## src/rtl/miller_rx_ctrl_pkg.sv

```systemverilog
// Shared definitions for the Miller receive sequencer: FSM states, error codes
// and the default sync pattern.
package miller_rx_ctrl_pkg;

    typedef enum logic [2:0] {
        ST_IDLE    = 3'd0,
        ST_LOCK    = 3'd1,
        ST_SYNC    = 3'd2,
        ST_LEN     = 3'd3,
        ST_PAYLOAD = 3'd4,
        ST_DONE    = 3'd5,
        ST_ERR     = 3'd6
    } state_t;

    localparam logic [1:0] ERR_NONE         = 2'd0;
    localparam logic [1:0] ERR_SYNC_LOST    = 2'd1;
    localparam logic [1:0] ERR_HUNT_TIMEOUT = 2'd2;
    localparam logic [1:0] ERR_BAD_LEN      = 2'd3;

    localparam logic [15:0] DEF_SYNC_WORD = 16'hD391;

    // Selects the low 'bits' positions of the 16-bit sync shift register.
    function automatic logic [15:0] sw_mask(input int bits);
        return 16'hFFFF >> (16 - bits);
    endfunction

endpackage

```

## src/rtl/miller_rx_ctrl_deser.sv

```systemverilog
// Bit strobe generator and byte assembler: one decoded bit every second clk2x,
// MSB-first shifting, byte_ready on the cycle the 8th bit is sampled.
module miller_rx_ctrl_deser (
    input  logic       clk2x,
    input  logic       rst_n,
    input  logic       run,
    input  logic       clear_cnt,
    input  logic       shift_en,
    input  logic       din,
    output logic       strobe,
    output logic [7:0] byte_data,
    output logic       byte_ready
);

    logic       phase;
    logic [6:0] sh;
    logic [3:0] cnt;

    assign strobe     = run & phase;
    assign byte_data  = {sh, din};
    assign byte_ready = strobe & shift_en & (cnt == 4'd7);

    // NOTE: sequential state uses non-blocking assignments so every register
    // samples its inputs from the same pre-edge values.
    always_ff @(posedge clk2x or negedge rst_n) begin
        if (!rst_n) begin
            phase <= 1'b0;
            sh    <= '0;
            cnt   <= '0;
        end else begin
            phase <= run ? ~phase : 1'b0;
            if (clear_cnt) begin
                sh  <= '0;
                cnt <= '0;
            end else if (strobe && shift_en) begin
                sh  <= {sh[5:0], din};
                cnt <= (cnt == 4'd7) ? 4'd0 : cnt + 4'd1;
            end
        end
    end

endmodule

```

## src/rtl/miller_rx_ctrl.sv

```systemverilog
// Receive-side sequencer for the Miller decoder: lock, sync-word hunt, length
// byte, payload delivery and per-frame completion/error status.
module miller_rx_ctrl
    import miller_rx_ctrl_pkg::*;
#(
    parameter logic [15:0] SYNC_WORD    = DEF_SYNC_WORD,
    parameter int          SW_BITS      = 16,
    parameter int          HUNT_TIMEOUT = 1024,
    parameter int          MAX_LEN      = 64
) (
    input  logic       clk2x,
    input  logic       rst_n,
    input  logic       start,
    input  logic       abort,
    input  logic       dec_dout,
    input  logic       dec_error,
    output logic       dec_enable,
    output logic [7:0] byte_data,
    output logic       byte_valid,
    output logic [7:0] frame_len,
    output logic       frame_done,
    output logic       frame_err,
    output logic [1:0] err_code,
    output logic       busy
);

    localparam int          HW      = $clog2(HUNT_TIMEOUT + 1);
    localparam logic [15:0] SW_MASK = sw_mask(SW_BITS);

    state_t      state, state_next;
    logic [1:0]  err_next;
    logic        dout_s, err_s;
    logic        run, clear_cnt, shift_en, strobe, byte_ready;
    logic [7:0]  des_byte;
    logic        lock_prev;
    logic [15:0] sreg, sreg_next;
    logic        sync_bit, sw_match, hunt_expired;
    logic [HW-1:0] hunt_cnt;
    logic [7:0]  byte_cnt;

    // Decoder lines float while disabled; force them to "no data, no lock".
    assign dout_s = dec_enable & dec_dout;
    assign err_s  = ~dec_enable | dec_error;

    assign run       = state inside {ST_LOCK, ST_SYNC, ST_LEN, ST_PAYLOAD};
    assign clear_cnt = !(state inside {ST_LEN, ST_PAYLOAD});
    assign shift_en  = (state inside {ST_LEN, ST_PAYLOAD}) && !err_s && !abort;

    miller_rx_ctrl_deser u_deser (
        .clk2x      (clk2x),
        .rst_n      (rst_n),
        .run        (run),
        .clear_cnt  (clear_cnt),
        .shift_en   (shift_en),
        .din        (dout_s),
        .strobe     (strobe),
        .byte_data  (des_byte),
        .byte_ready (byte_ready)
    );

    // A match only counts once SW_BITS real bits have been shifted in.
    assign sync_bit     = strobe && (state == ST_SYNC) && !err_s;
    assign sreg_next    = (sreg << 1) | 16'(dout_s);
    assign sw_match     = (((sreg_next ^ SYNC_WORD) & SW_MASK) == 16'd0)
                          && (int'(hunt_cnt) >= SW_BITS - 1);
    assign hunt_expired = (hunt_cnt == HW'(HUNT_TIMEOUT - 1));

    always_ff @(posedge clk2x or negedge rst_n) begin
        if (!rst_n) state <= ST_IDLE;
        else        state <= state_next;
    end

    always_comb begin
        // NOTE: defaults first so no path leaves a combinational output unassigned.
        state_next = state;
        err_next   = ERR_NONE;
        if (abort) begin
            state_next = ST_IDLE;
        end else begin
            unique case (state)
                ST_IDLE: if (start) state_next = ST_LOCK;
                ST_LOCK: if (!err_s && lock_prev) state_next = ST_SYNC;
                ST_SYNC: begin
                    if (err_s) begin
                        state_next = ST_ERR;
                        err_next   = ERR_SYNC_LOST;
                    end else if (sync_bit && sw_match) begin
                        state_next = ST_LEN;
                    end else if (sync_bit && hunt_expired) begin
                        state_next = ST_ERR;
                        err_next   = ERR_HUNT_TIMEOUT;
                    end
                end
                ST_LEN: begin
                    if (err_s) begin
                        state_next = ST_ERR;
                        err_next   = ERR_SYNC_LOST;
                    end else if (byte_ready) begin
                        if (des_byte == 8'd0) begin
                            state_next = ST_DONE;
                        end else if (des_byte > 8'(MAX_LEN)) begin
                            state_next = ST_ERR;
                            err_next   = ERR_BAD_LEN;
                        end else begin
                            state_next = ST_PAYLOAD;
                        end
                    end
                end
                ST_PAYLOAD: begin
                    if (err_s) begin
                        state_next = ST_ERR;
                        err_next   = ERR_SYNC_LOST;
                    end else if (byte_ready && (byte_cnt + 8'd1 == frame_len)) begin
                        state_next = ST_DONE;
                    end
                end
                ST_DONE, ST_ERR: state_next = ST_IDLE;
                default:         state_next = ST_IDLE;
            endcase
        end
    end

    always_comb begin
        dec_enable = (state != ST_IDLE);
        busy       = (state != ST_IDLE);
        frame_done = (state == ST_DONE) && !abort;
        frame_err  = (state == ST_ERR) && !abort;
        byte_valid = (state == ST_PAYLOAD) && byte_ready;
    end

    assign byte_data = des_byte;

    always_ff @(posedge clk2x or negedge rst_n) begin
        if (!rst_n) begin
            lock_prev <= 1'b0;
            sreg      <= '0;
            hunt_cnt  <= '0;
            byte_cnt  <= '0;
            frame_len <= '0;
            err_code  <= ERR_NONE;
        end else begin
            lock_prev <= (state == ST_LOCK) && !err_s;

            if (state == ST_SYNC) begin
                if (sync_bit) begin
                    sreg <= sreg_next;
                    if (hunt_cnt != HW'(HUNT_TIMEOUT)) hunt_cnt <= hunt_cnt + 1'b1;
                end
            end else begin
                sreg     <= '0;
                hunt_cnt <= '0;
            end

            if (state != ST_PAYLOAD)  byte_cnt <= '0;
            else if (byte_ready)      byte_cnt <= byte_cnt + 8'd1;

            if ((state == ST_IDLE) && start && !abort) begin
                frame_len <= '0;
                err_code  <= ERR_NONE;
            end else begin
                if ((state == ST_LEN) && byte_ready) frame_len <= des_byte;
                if (err_next != ERR_NONE)           err_code  <= err_next;
            end
        end
    end

endmodule

```

## config.mk

```make
export PLATFORM = sky130hd
export DESIGN_NAME = miller_rx_ctrl
export DESIGN_NICKNAME = d
export VERILOG_FILES = /design/src/rtl/miller_rx_ctrl_pkg.sv /design/src/rtl/miller_rx_ctrl_deser.sv /design/src/rtl/miller_rx_ctrl.sv
export SDC_FILE = /design/constraint.sdc
export NUM_CORES = 1
export LEC_CHECK = 0
export ABC_AREA = 1
export BUFFER_PORTS_ARGS = -buffer_cell sky130_fd_sc_hd__buf_4
export CAP_MARGIN = 20
export CORE_MARGIN = 2
export CORE_UTILIZATION = 59
export DETAILED_ROUTE_END_ITERATION = 12
export PLACE_DENSITY = 0.84
export SETUP_SLACK_MARGIN = 0.2
export SLEW_MARGIN = 15
export SYNTH_ARGS = -nofsm -noshare
export SYNTH_HDL_FRONTEND = slang
export SYNTH_SLANG_ARGS = --single-unit
export TNS_END_PERCENT = 10
```

## constraint.sdc

```tcl
create_clock -name clk2x -period 2.3 [get_ports clk2x]
set_clock_uncertainty 0.15 [all_clocks]
set_input_delay 0.345 -clock clk2x [delete_from_list [all_inputs] [get_ports clk2x]]
set_output_delay 0.345 -clock clk2x [all_outputs]
set_load 0.02 [all_outputs]
```

## Word level (Yosys, flattened, before mapping)

Index checks and enable logic that the tools add are counted.

| word-level totals | value |
|---|---|
| input port bits | 6 |
| word-level logic and storage cells | 114 |
| register bits | 60 |

| cells by class | value |
|---|---|
| multiplexer cells | 40 |
| order comparisons | 2 |
| reduce and logical (&&, ||, !) cells | 31 |
| bitwise operators | 9 |
| add/sub/neg operators | 3 |
| equal/unequal tests | 19 |

Operators with widths:

| operator | count |
|---|---|
| two-way mux 11 bit | 3 |
| two-way mux 8 bit | 4 |
| two-way mux 15 bit | 2 |
| two-way mux 3 bit | 10 |
| two-way mux 2 bit | 12 |
| logical AND 1 bit | 17 |
| logical NOT 16 bit | 1 |
| bitwise OR 16 x 1 -> 16 bit | 1 |
| one-hot mux 3 bit (5 select lines) | 1 |
| two-way mux 7 bit | 2 |
| two-way mux 4 bit | 3 |
| adder 11 x 1 -> 11 bit, second input constant | 1 |
| equality test 11 x 10 -> 1 bit, second input constant | 1 |
| >= comparator 11 x 4 -> 1 bit, second input constant | 1 |
| inequality test 11 bit, second input constant | 1 |
| nonzero test 2 bit | 5 |
| equality test 3 bit, second input constant | 3 |
| adder 8 x 1 -> 8 bit, second input constant | 1 |
| equality test 8 bit | 1 |
| greater-than comparator 8 x 7 -> 1 bit, second input constant | 1 |
| logical NOT 8 bit | 1 |
| NOT 8 bit | 1 |
| equality test 3 x 2 -> 1 bit, second input constant | 2 |
| inequality test 3 bit, second input constant | 2 |
| 20 further kinds | 27 |

## Depth between registers and ports, before layout

Gate-level depths: netlist of the first run.

| logic depth | value |
|---|---|
| word-level depth | 15 |
| depth in mapped cells | 17 |

## Cells and area by module

A second synthesis of the first run with hierarchy kept.

| second synthesis, totals | value |
|---|---|
| cell total of the unflattened synthesis | 444 |
| area total of the unflattened synthesis | 3319.4 um^2 |

By module, submodules not included:

| module | seq. area each (um^2) | area an instance (um^2) | instances | cells each |
|---|---|---|---|---|
| miller_rx_ctrl | 1201.2 | 2767.7 | 1 | 379 |
| miller_rx_ctrl_deser | 300.3 | 551.8 | 1 | 65 |

## Worst setup path after synthesis of the first run

No wires, ideal clock.

| path | value |
|---|---|
| kind | reg2reg |
| start point | register byte_cnt[0] |
| end point | register state[1] |
| required time | 2.033 ns |
| clock period less this slack | 1.843 ns |
| data arrival time | 1.576 ns |
| setup slack | 0.457 ns |
| stages on the path, launching flop included | 14 |
| buffers on the path | 0 |
| path through | dfrtp_1 -> ha_1 -> xnor2_1 -> nand2_1 -> nor2_1 -> nand3_1 -> nor2_1 -> nand3_1 -> nand2_1 -> nand2_1 -> nand2_2 -> nand2_1 -> nand2_1 -> nand2_1 |

| on the way | value |
|---|---|
| word-level cells in the longest chain between the ends | 5 |

Ends and longest elaborated chain:

| item | RTL line | RTL |
|---|---|---|
| start: declaration | miller_rx_ctrl.sv:39 | `logic [7:0] byte_cnt;` |
| start signal: assignment | miller_rx_ctrl.sv:155 | `else if (byte_ready) byte_cnt <= byte_cnt + 8'd1;` |
| adder 8 x 1 -> 8 bit | miller_rx_ctrl.sv:113 | `end else if (byte_ready && (byte_cnt + 8'd1 == frame_len)) begin` |
| equality test 8 bit | miller_rx_ctrl.sv:113 |  |
| logical AND 1 bit | miller_rx_ctrl.sv:113 |  |
| inequality test 4 x 3 -> 1 bit (no line) | n/a |  |
| AND reduction 5 bit (no line) | n/a |  |
| end signal: assignment | miller_rx_ctrl.sv:70 | `else state <= state_next;` |
| end: declaration | miller_rx_ctrl.sv:30 | `state_t state, state_next;` |

No other way between the ends.
A chain may end at the register's enable or synchronous reset.

## Worst setup path in the final report of the first run

| path | value |
|---|---|
| start point | register state[2] |
| end point | output port byte_valid |

| on the way | value |
|---|---|
| word-level cells in the longest chain between the ends | 9 |

Ends and longest elaborated chain:

| item | RTL line | RTL |
|---|---|---|
| nonzero test 3 bit | miller_rx_ctrl.sv:124 | `dec_enable = (state != ST_IDLE);` |
| NOT 1 bit | miller_rx_ctrl.sv:43 | `assign err_s = ~dec_enable \| dec_error;` |
| bitwise OR 1 bit | miller_rx_ctrl.sv:43 |  |
| logical NOT 1 bit | miller_rx_ctrl.sv:47 | `assign shift_en = (state inside {ST_LEN, ST_PAYLOAD}) && !err_s && !abort;` |
| logical AND 1 bit (2 in series) | miller_rx_ctrl.sv:47 |  |
| AND 1 bit (2 in series) | miller_rx_ctrl_deser.sv:21 | `assign byte_ready = strobe & shift_en & (cnt == 4'd7);` |
| logical AND 1 bit * | miller_rx_ctrl.sv:128 | `byte_valid = (state == ST_PAYLOAD) && byte_ready;` |
| end: declaration | miller_rx_ctrl.sv:19 | `output logic byte_valid,` |

Every way passes the cells marked *; elsewhere a longest branch is shown, timed or not.

==> results of run 1 <==
==> stage by stage <==
| step | util | power [mW] |
|---|---|---|
| finish | 0.764 | 3.46 |
| global route | 0.764 | 3.57 |
| CTS | 0.736 | 3.23 |
| detailed placement | 0.672 | 2.13 |
| global placement | 0.672 | 2.11 |
| floorplan | - | 1.90 |
==> synthesized netlist by cell type <==
library cell,count
inv_2,5
nor2_4,5
a41oi_1,1
nand2_4,5
dfrtp_1,60
a31oi_1,2
nand2_1,71
buf_2,2
xnor2_1,2
a21oi_1,11
nor3_2,1
buf_4,2
nand2_2,3
nand3b_1,1
o21ai_1,4
clkbuf_1,2
nor4_1,2
o211ai_1,1
nor3_1,8
a211oi_1,1
o21ai_0,19
ha_1,4
nor2_1,29
nand3_2,1
o31ai_1,1
nand4_1,10
nor3_4,1
nor4_4,1
o22ai_1,31
nor2_2,2
inv_1,76
nand3_1,35
nand3_4,1
xor2_1,2
==> final timing paths <==
kind / from / endpoint / slack, ns / cells after the start
max: state[2] / byte_valid / 0.10 / 8
min: dec_error / lock_prev / 0.03 / 2
max reg2reg: state[2] / state[0] / 0.14 / 15
min reg2reg: u_deser.phase / u_deser.phase / 0.35 / 1
max in group asynchronous: rst_n / byte_cnt[0] / 1.00 / 2
min in group asynchronous: rst_n / byte_cnt[3] / 0.44 / 2
==> repair_timing <==
action / 4_1_cts / 5_1_grt
gates resized for setup: 9 / 16
hold buffers: 1 / 0
endpoints found under the hold margin: 60 / 0
setup endpoints to repair: 5 / 23
pin swaps: 9 / 12
buffers inserted: 13 / 12
==> cell type report <==
type,instances,share of cell area
Timing Repair Buffer,55,0.105
Multi-Input combinational cell,255,0.367
Inverter,81,0.0789
Clock inverter,4,0.0123
Clock buffer,12,0.0365
Sequential cell,60,0.378
Tap cell,70,0.0220
==> power by group through the flow <==
stage / Sequential [mW] / Clock, mW / Combinational (mW)
2_1_floorplan: 1.20 / 0 / 0.695
3_3_place_gp: 1.19 / 0 / 0.919
3_5_place_dp: 1.19 / 0 / 0.943
4_1_cts: 1.17 / 0.957 / 1.11
5_1_grt: 1.18 / 1.02 / 1.37
6_report: 1.18 / 0.969 / 1.32
==> layer usage <==
metal  global-route usage  vias up  wire, µm
met3               0.0593       61       635
met4                0.158        0       539
met5                    0        -         0
met1                0.322     1434      3380
li1                     -     1454         -
met2                0.457      173      4210
==> state kept, by name, indices dropped and copies added (netlist names) <==
register       flops
u_deser.cnt        4
lock_prev          1
state              3
u_deser.phase      1
err_code           2
byte_cnt           8
hunt_cnt          11
frame_len          8
sreg              15
u_deser.sh         7
==> cells by family after synthesis <==
kind of cell,synth area share
and+or+nand+nor,0.277
buffers and inverters,0.104
AOI/OAI and AO/OA,0.127
DFF,0.466
xor gates and xnor gates,0.0109
adders and majority gates,0.0155
==> results.sh, run 1 <==
export IMPL_crit_type="reg2out"
export IMPL_gp_congestion=0.823
export IMPL_netlist_area_um2=3220
export IMPL_cp_slowest_stage_delay_ns=0.40
export IMPL_finalSetupViolations=0
export IMPL_die_h_um=77.9
export IMPL_syn_avg_cell_area_um2=8.02
export IMPL_drt_iter0_drc=457
export IMPL_cp_top_family="simple AND/OR/NAND/NOR gates"
export IMPL_multi_input_area_um2=1460
export IMPL_grt_pass1_vias=2860
export IMPL_grt_max_degree=61
export IMPL_antenna_left=0
export IMPL_grt_pass1_wl_um=12900
export IMPL_drt_total_wl_um=8760
export IMPL_viasPerCell=5.81
export IMPL_layout_common_cells="75 x inv_1, 67 x nand2_1, 58 x dfrtp_1"
export IMPL_startpoint_type="flop"
export IMPL_dp_hpwl_um=4930
export IMPL_overflow=0
export IMPL_nFillCells=345
export IMPL_regArea_um2=1500
export IMPL_final_cells=537
export IMPL_cts_root_buf="clkbuf_8"
export IMPL_syn_nets=412
export IMPL_clk_path_buf_depth=2
export IMPL_syn_inst=402
export IMPL_htreeDepth=3
export IMPL_path_cells="inv_4 > buf_4 > nor2_4 > nor2_4 > nor2_4 > nand2_4 > nor2_4 > buf_6"
export IMPL_pin_count=29
export IMPL_port_buffers=28
export IMPL_cp_required_ns=1.80
export IMPL_worst_path_buf_inv=3
export IMPL_antennaDiodeCount=0
export IMPL_vias=3122
export IMPL_yosysSeqAreaShare=0.466
export IMPL_endpoint_kind="primary output"
export IMPL_period_share=0.955
export IMPL_status="complete, no violations"
export IMPL_place_area_um2=3500
export IMPL_critPathMostFrequentCell="nor2_4"
export IMPL_yosys_area_top_type_share=0.466
export IMPL_p_leak_nw=1.90
export IMPL_num_rows=26
export IMPL_antenna_found_initial=0
export IMPL_internal_power_mw=2.11
export IMPL_cts_sinks=60
export IMPL_power_frac_comb=0.380
export IMPL_cap_viol_max_count=0
export IMPL_fin_ws_ns=0.103
export IMPL_path_max_fanout=4
export IMPL_drc=0
export IMPL_area_growth_syn_to_layout_pct=23.4
export IMPL_hold_slack_ns=0.0332
export IMPL_firstDrtPassIters=9
export IMPL_placedCellCount=495
export IMPL_hold_violations=0
export IMPL_ys_seq_elements=60
export IMPL_yosysTopAreaCell="dfrtp_1"
export IMPL_path_clk_slew_ns=0.07
export IMPL_finalNetCount=472
export IMPL_fp_dieW_um=77.9
export IMPL_power_density_nw_per_um2=871
export IMPL_final_area_um2=3980
export IMPL_cts_made_buffers=9
export IMPL_power_frac_seq=0.340
export IMPL_swShare=0.392
export IMPL_drive_gt1_frac=0.225
export IMPL_worst_endpoint_arrival_ns=1.70
export IMPL_dp_slack_ns=0.181
export IMPL_maxSlewViolCount=0
export IMPL_core_um2=5200
export IMPL_clock_fmax_mhz=455
export IMPL_hp_class="in2reg"
export IMPL_yosysUniqueCellTypes=34
export IMPL_power_switching_mw=1.36
export IMPL_relSlewSlack=0.496
export IMPL_clkLatencyLatePin_ns=0.35
export IMPL_final_min_clock_period_ns=2.20
export IMPL_slowest_stage="dfrtp_1"
export IMPL_cts_tree="built"
export IMPL_power_clock_fraction=0.280
export IMPL_rsz0062_at_grt="true"
export IMPL_initial_core_util=0.619
export IMPL_layout_commonest_cell="inv_1"
export IMPL_fin_setup_tns_ns=0
export IMPL_worst_pin_slew_ns=0.756
export IMPL_synth_warnings=0
export IMPL_grtUsageTotal=0.273
export IMPL_fp_dieArea_um2=6070
export IMPL_ys_top_cells_by_area="dfrtp_1 47%, inv_1 8.9%, nand2_1 8.3%"
export IMPL_ir_drop_v=0.000764
export IMPL_wl_per_cell_um=16.3
Note: power is estimated with default switching activity, not from simulation.
==> inputs of run 2 (changes only) <==
--- a/config.mk
+++ b/config.mk
@@ -11,6 +11,7 @@
 export CORE_MARGIN = 2
 export CORE_UTILIZATION = 59
 export DETAILED_ROUTE_END_ITERATION = 12
+export GPL_TIMING_DRIVEN = 1
 export PLACE_DENSITY = 0.84
 export SETUP_SLACK_MARGIN = 0.2
 export SLEW_MARGIN = 15
==> constraint.sdc (replaced) <==
create_clock -name clk2x -period 2.3 [get_ports clk2x]
set_clock_uncertainty 0.15 [all_clocks]
set_input_delay 0.23 -clock clk2x [delete_from_list [all_inputs] [get_ports clk2x]]
set_output_delay 0.23 -clock clk2x [all_outputs]
set_load 0.02 [all_outputs]
==> results.sh, run 2 (synthesis gave the netlist of run 1 again) <==
export IMPL_status="complete, but fails checks"
export IMPL_violations="design-rule violations"
export IMPL_vias=2981
export IMPL_cp_required_ns=1.92
export IMPL_finalSetupViolations=0
export IMPL_r2r_slack_ns=0.24
export IMPL_fp_dieArea_um2=6070
export IMPL_drc=2
export IMPL_finalNetCount=470
export IMPL_grt_max_degree=61
export IMPL_antennaDiodeCount=0
export IMPL_regMostFlops="sreg"
export IMPL_reg2reg_to="state[0]"
export IMPL_cts_tree="built"
export IMPL_pin_count=29
export IMPL_fin_setup_tns_ns=0
export IMPL_drive_gt1_frac=0.210
export IMPL_final_cells=532
export IMPL_cts_root_buf="clkbuf_8"
export IMPL_power_density_nw_per_um2=823
export IMPL_initial_core_util=0.619
export IMPL_gp_congestion=0.824
export IMPL_cp_slowest_stage_delay_ns=0.41
export IMPL_worst_pin_slew_ns=0.730
export IMPL_worst_endpoint_arrival_ns=1.73
export IMPL_num_rows=26
export IMPL_fp_dieW_um=77.9
export IMPL_cts_sinks=60
export IMPL_grt_pass1_vias=2767
export IMPL_drt_iter0_drc=360
export IMPL_p_leak_nw=1.86
export IMPL_rsz0062_at_grt="true"
export IMPL_firstDrtPassIters=9
export IMPL_startpoint_type="flop"
export IMPL_power_total_mw=3.22
export IMPL_path_cells="inv_4 > nor3_4 > nor2_4 > nor2_4 > nand2_4 > nor2_4 > buf_6"
export IMPL_antenna_found_initial=0
export IMPL_clkLatencyLatePin_ns=0.34
export IMPL_hp_class="in2reg"
export IMPL_layout_common_cells="76 x inv_1, 68 x nand2_1, 59 x dfrtp_1"
export IMPL_worstHoldStart="dec_error"
export IMPL_place_area_um2=3500
export IMPL_placedCellCount=495
export IMPL_cap_viol_max_count=0
export IMPL_path_clk_slew_ns=0.07
export IMPL_nFillCells=365
export IMPL_grt_pass1_wl_um=12100
export IMPL_period_share=0.916
export IMPL_htreeDepth=3
export IMPL_clock_fmax_mhz=474
export IMPL_slowest_stage="dfrtp_1"
export IMPL_relSlewSlack=0.514
export IMPL_critPathMostFrequentCell="nor2_4"
export IMPL_viasPerCell=5.60
export IMPL_port_buffers=28
export IMPL_wl_per_cell_um=14.3
export IMPL_grtUsageTotal=0.254
export IMPL_path_max_fanout=5
export IMPL_hold_path_cell_count=3
export IMPL_dp_hpwl_um=4880
export IMPL_core_um2=5200
export IMPL_top_regs="sreg x15, hunt_cnt x11"
export IMPL_cts_made_buffers=9
export IMPL_r2r_start="byte_cnt[0]"
export IMPL_die_h_um=77.9
export IMPL_drt_total_wl_um=7590
export IMPL_endpoint_kind="primary output"
export IMPL_ir_drop_v=0.000468
export IMPL_layout_commonest_cell="inv_1"
export IMPL_holdPathEnd="err_code[0]"
export IMPL_final_area_um2=3910
export IMPL_crit_type="reg2out"
export IMPL_clk_path_buf_depth=2
export IMPL_overflow=0
export IMPL_largest_reg_flops=15
export IMPL_antenna_left=0
export IMPL_area_growth_syn_to_layout_pct=21.4
export IMPL_reg2reg_depth=13
export IMPL_final_min_clock_period_ns=2.11
export IMPL_maxSlewViolCount=0
export IMPL_hold_violations=0
## run 2: cell types whose count changed in the layout (fill, tap and decap cells not counted), sizes merged
cell	change
clkinvlp	+1
clkbuf	-1
dlygate4sd3	+1
bufinv	-1
clkinv	-2
buf	-3
## run 2: worst max-delay path by stage
stage                      from           to  slack (ns)  cells after the start
floorplan           byte_cnt[0]     state[1]        0.46                     13
global placement       state[0]  hunt_cnt[9]        0.27                     10
detailed placement     state[0]  hunt_cnt[9]        0.16                     10
CTS                    state[0]   byte_valid        0.19                      9
global route        byte_cnt[0]     state[0]        0.13                     13
finish                 state[1]   byte_valid        0.19                      7
## run 2: critical path, delay by kind of cell (launching register included)
family / cells / cell delay (ns)
and+or+nand+nor: 5 / 0.77
DFF: 1 / 0.41
buffers and inverters: 2 / 0.21
## run 2: timing repair
action,in CTS,in global routing
pin swaps,5,11
hold endpoints to repair,61,0
cloned,0,0
setup endpoints to repair,5,14
setup buffers,9,13
gates resized for setup,5,13
hold buffers,2,0
## run 2: routing by layer
metal,GRT usage,routed length [µm],vias up
met3,0.0442,389,31
met4,0.147,202,0
met5,0,0,-
met1,0.310,3220,1385
met2,0.423,3770,121
li1,-,-,1444
## run 2: final cells by class
| cell class | count | area, µm² | area share |
|---|---|---|---|
| inverters | 81 | 312 | 0.0797 |
| clock inverters | 2 | 12.5 | 0.00320 |
| well taps | 70 | 87.6 | 0.0224 |
| clock buffers | 11 | 151 | 0.0387 |
| flip-flops and latches | 60 | 1500 | 0.384 |
| repair buffers | 53 | 410 | 0.105 |
| multi-input cells | 255 | 1440 | 0.367 |
## run 2: power breakdown
group          total [mW]  internal (mW)  switching [mW]
Sequential           1.17           1.12          0.0545
Combinational        1.22          0.434           0.785
Clock               0.825          0.430           0.396
Total                3.22           1.98            1.24
## run 2: stage by stage
stage                     utilization  worst slack [ns]  hold WS, ns
after floorplan                     -             0.457       -0.216
after global placement          0.672             0.267        0.185
after detailed placement        0.672             0.161        0.192
after CTS                       0.726             0.187       0.0808
after global routing            0.751             0.126        0.106
final                           0.751             0.192        0.104
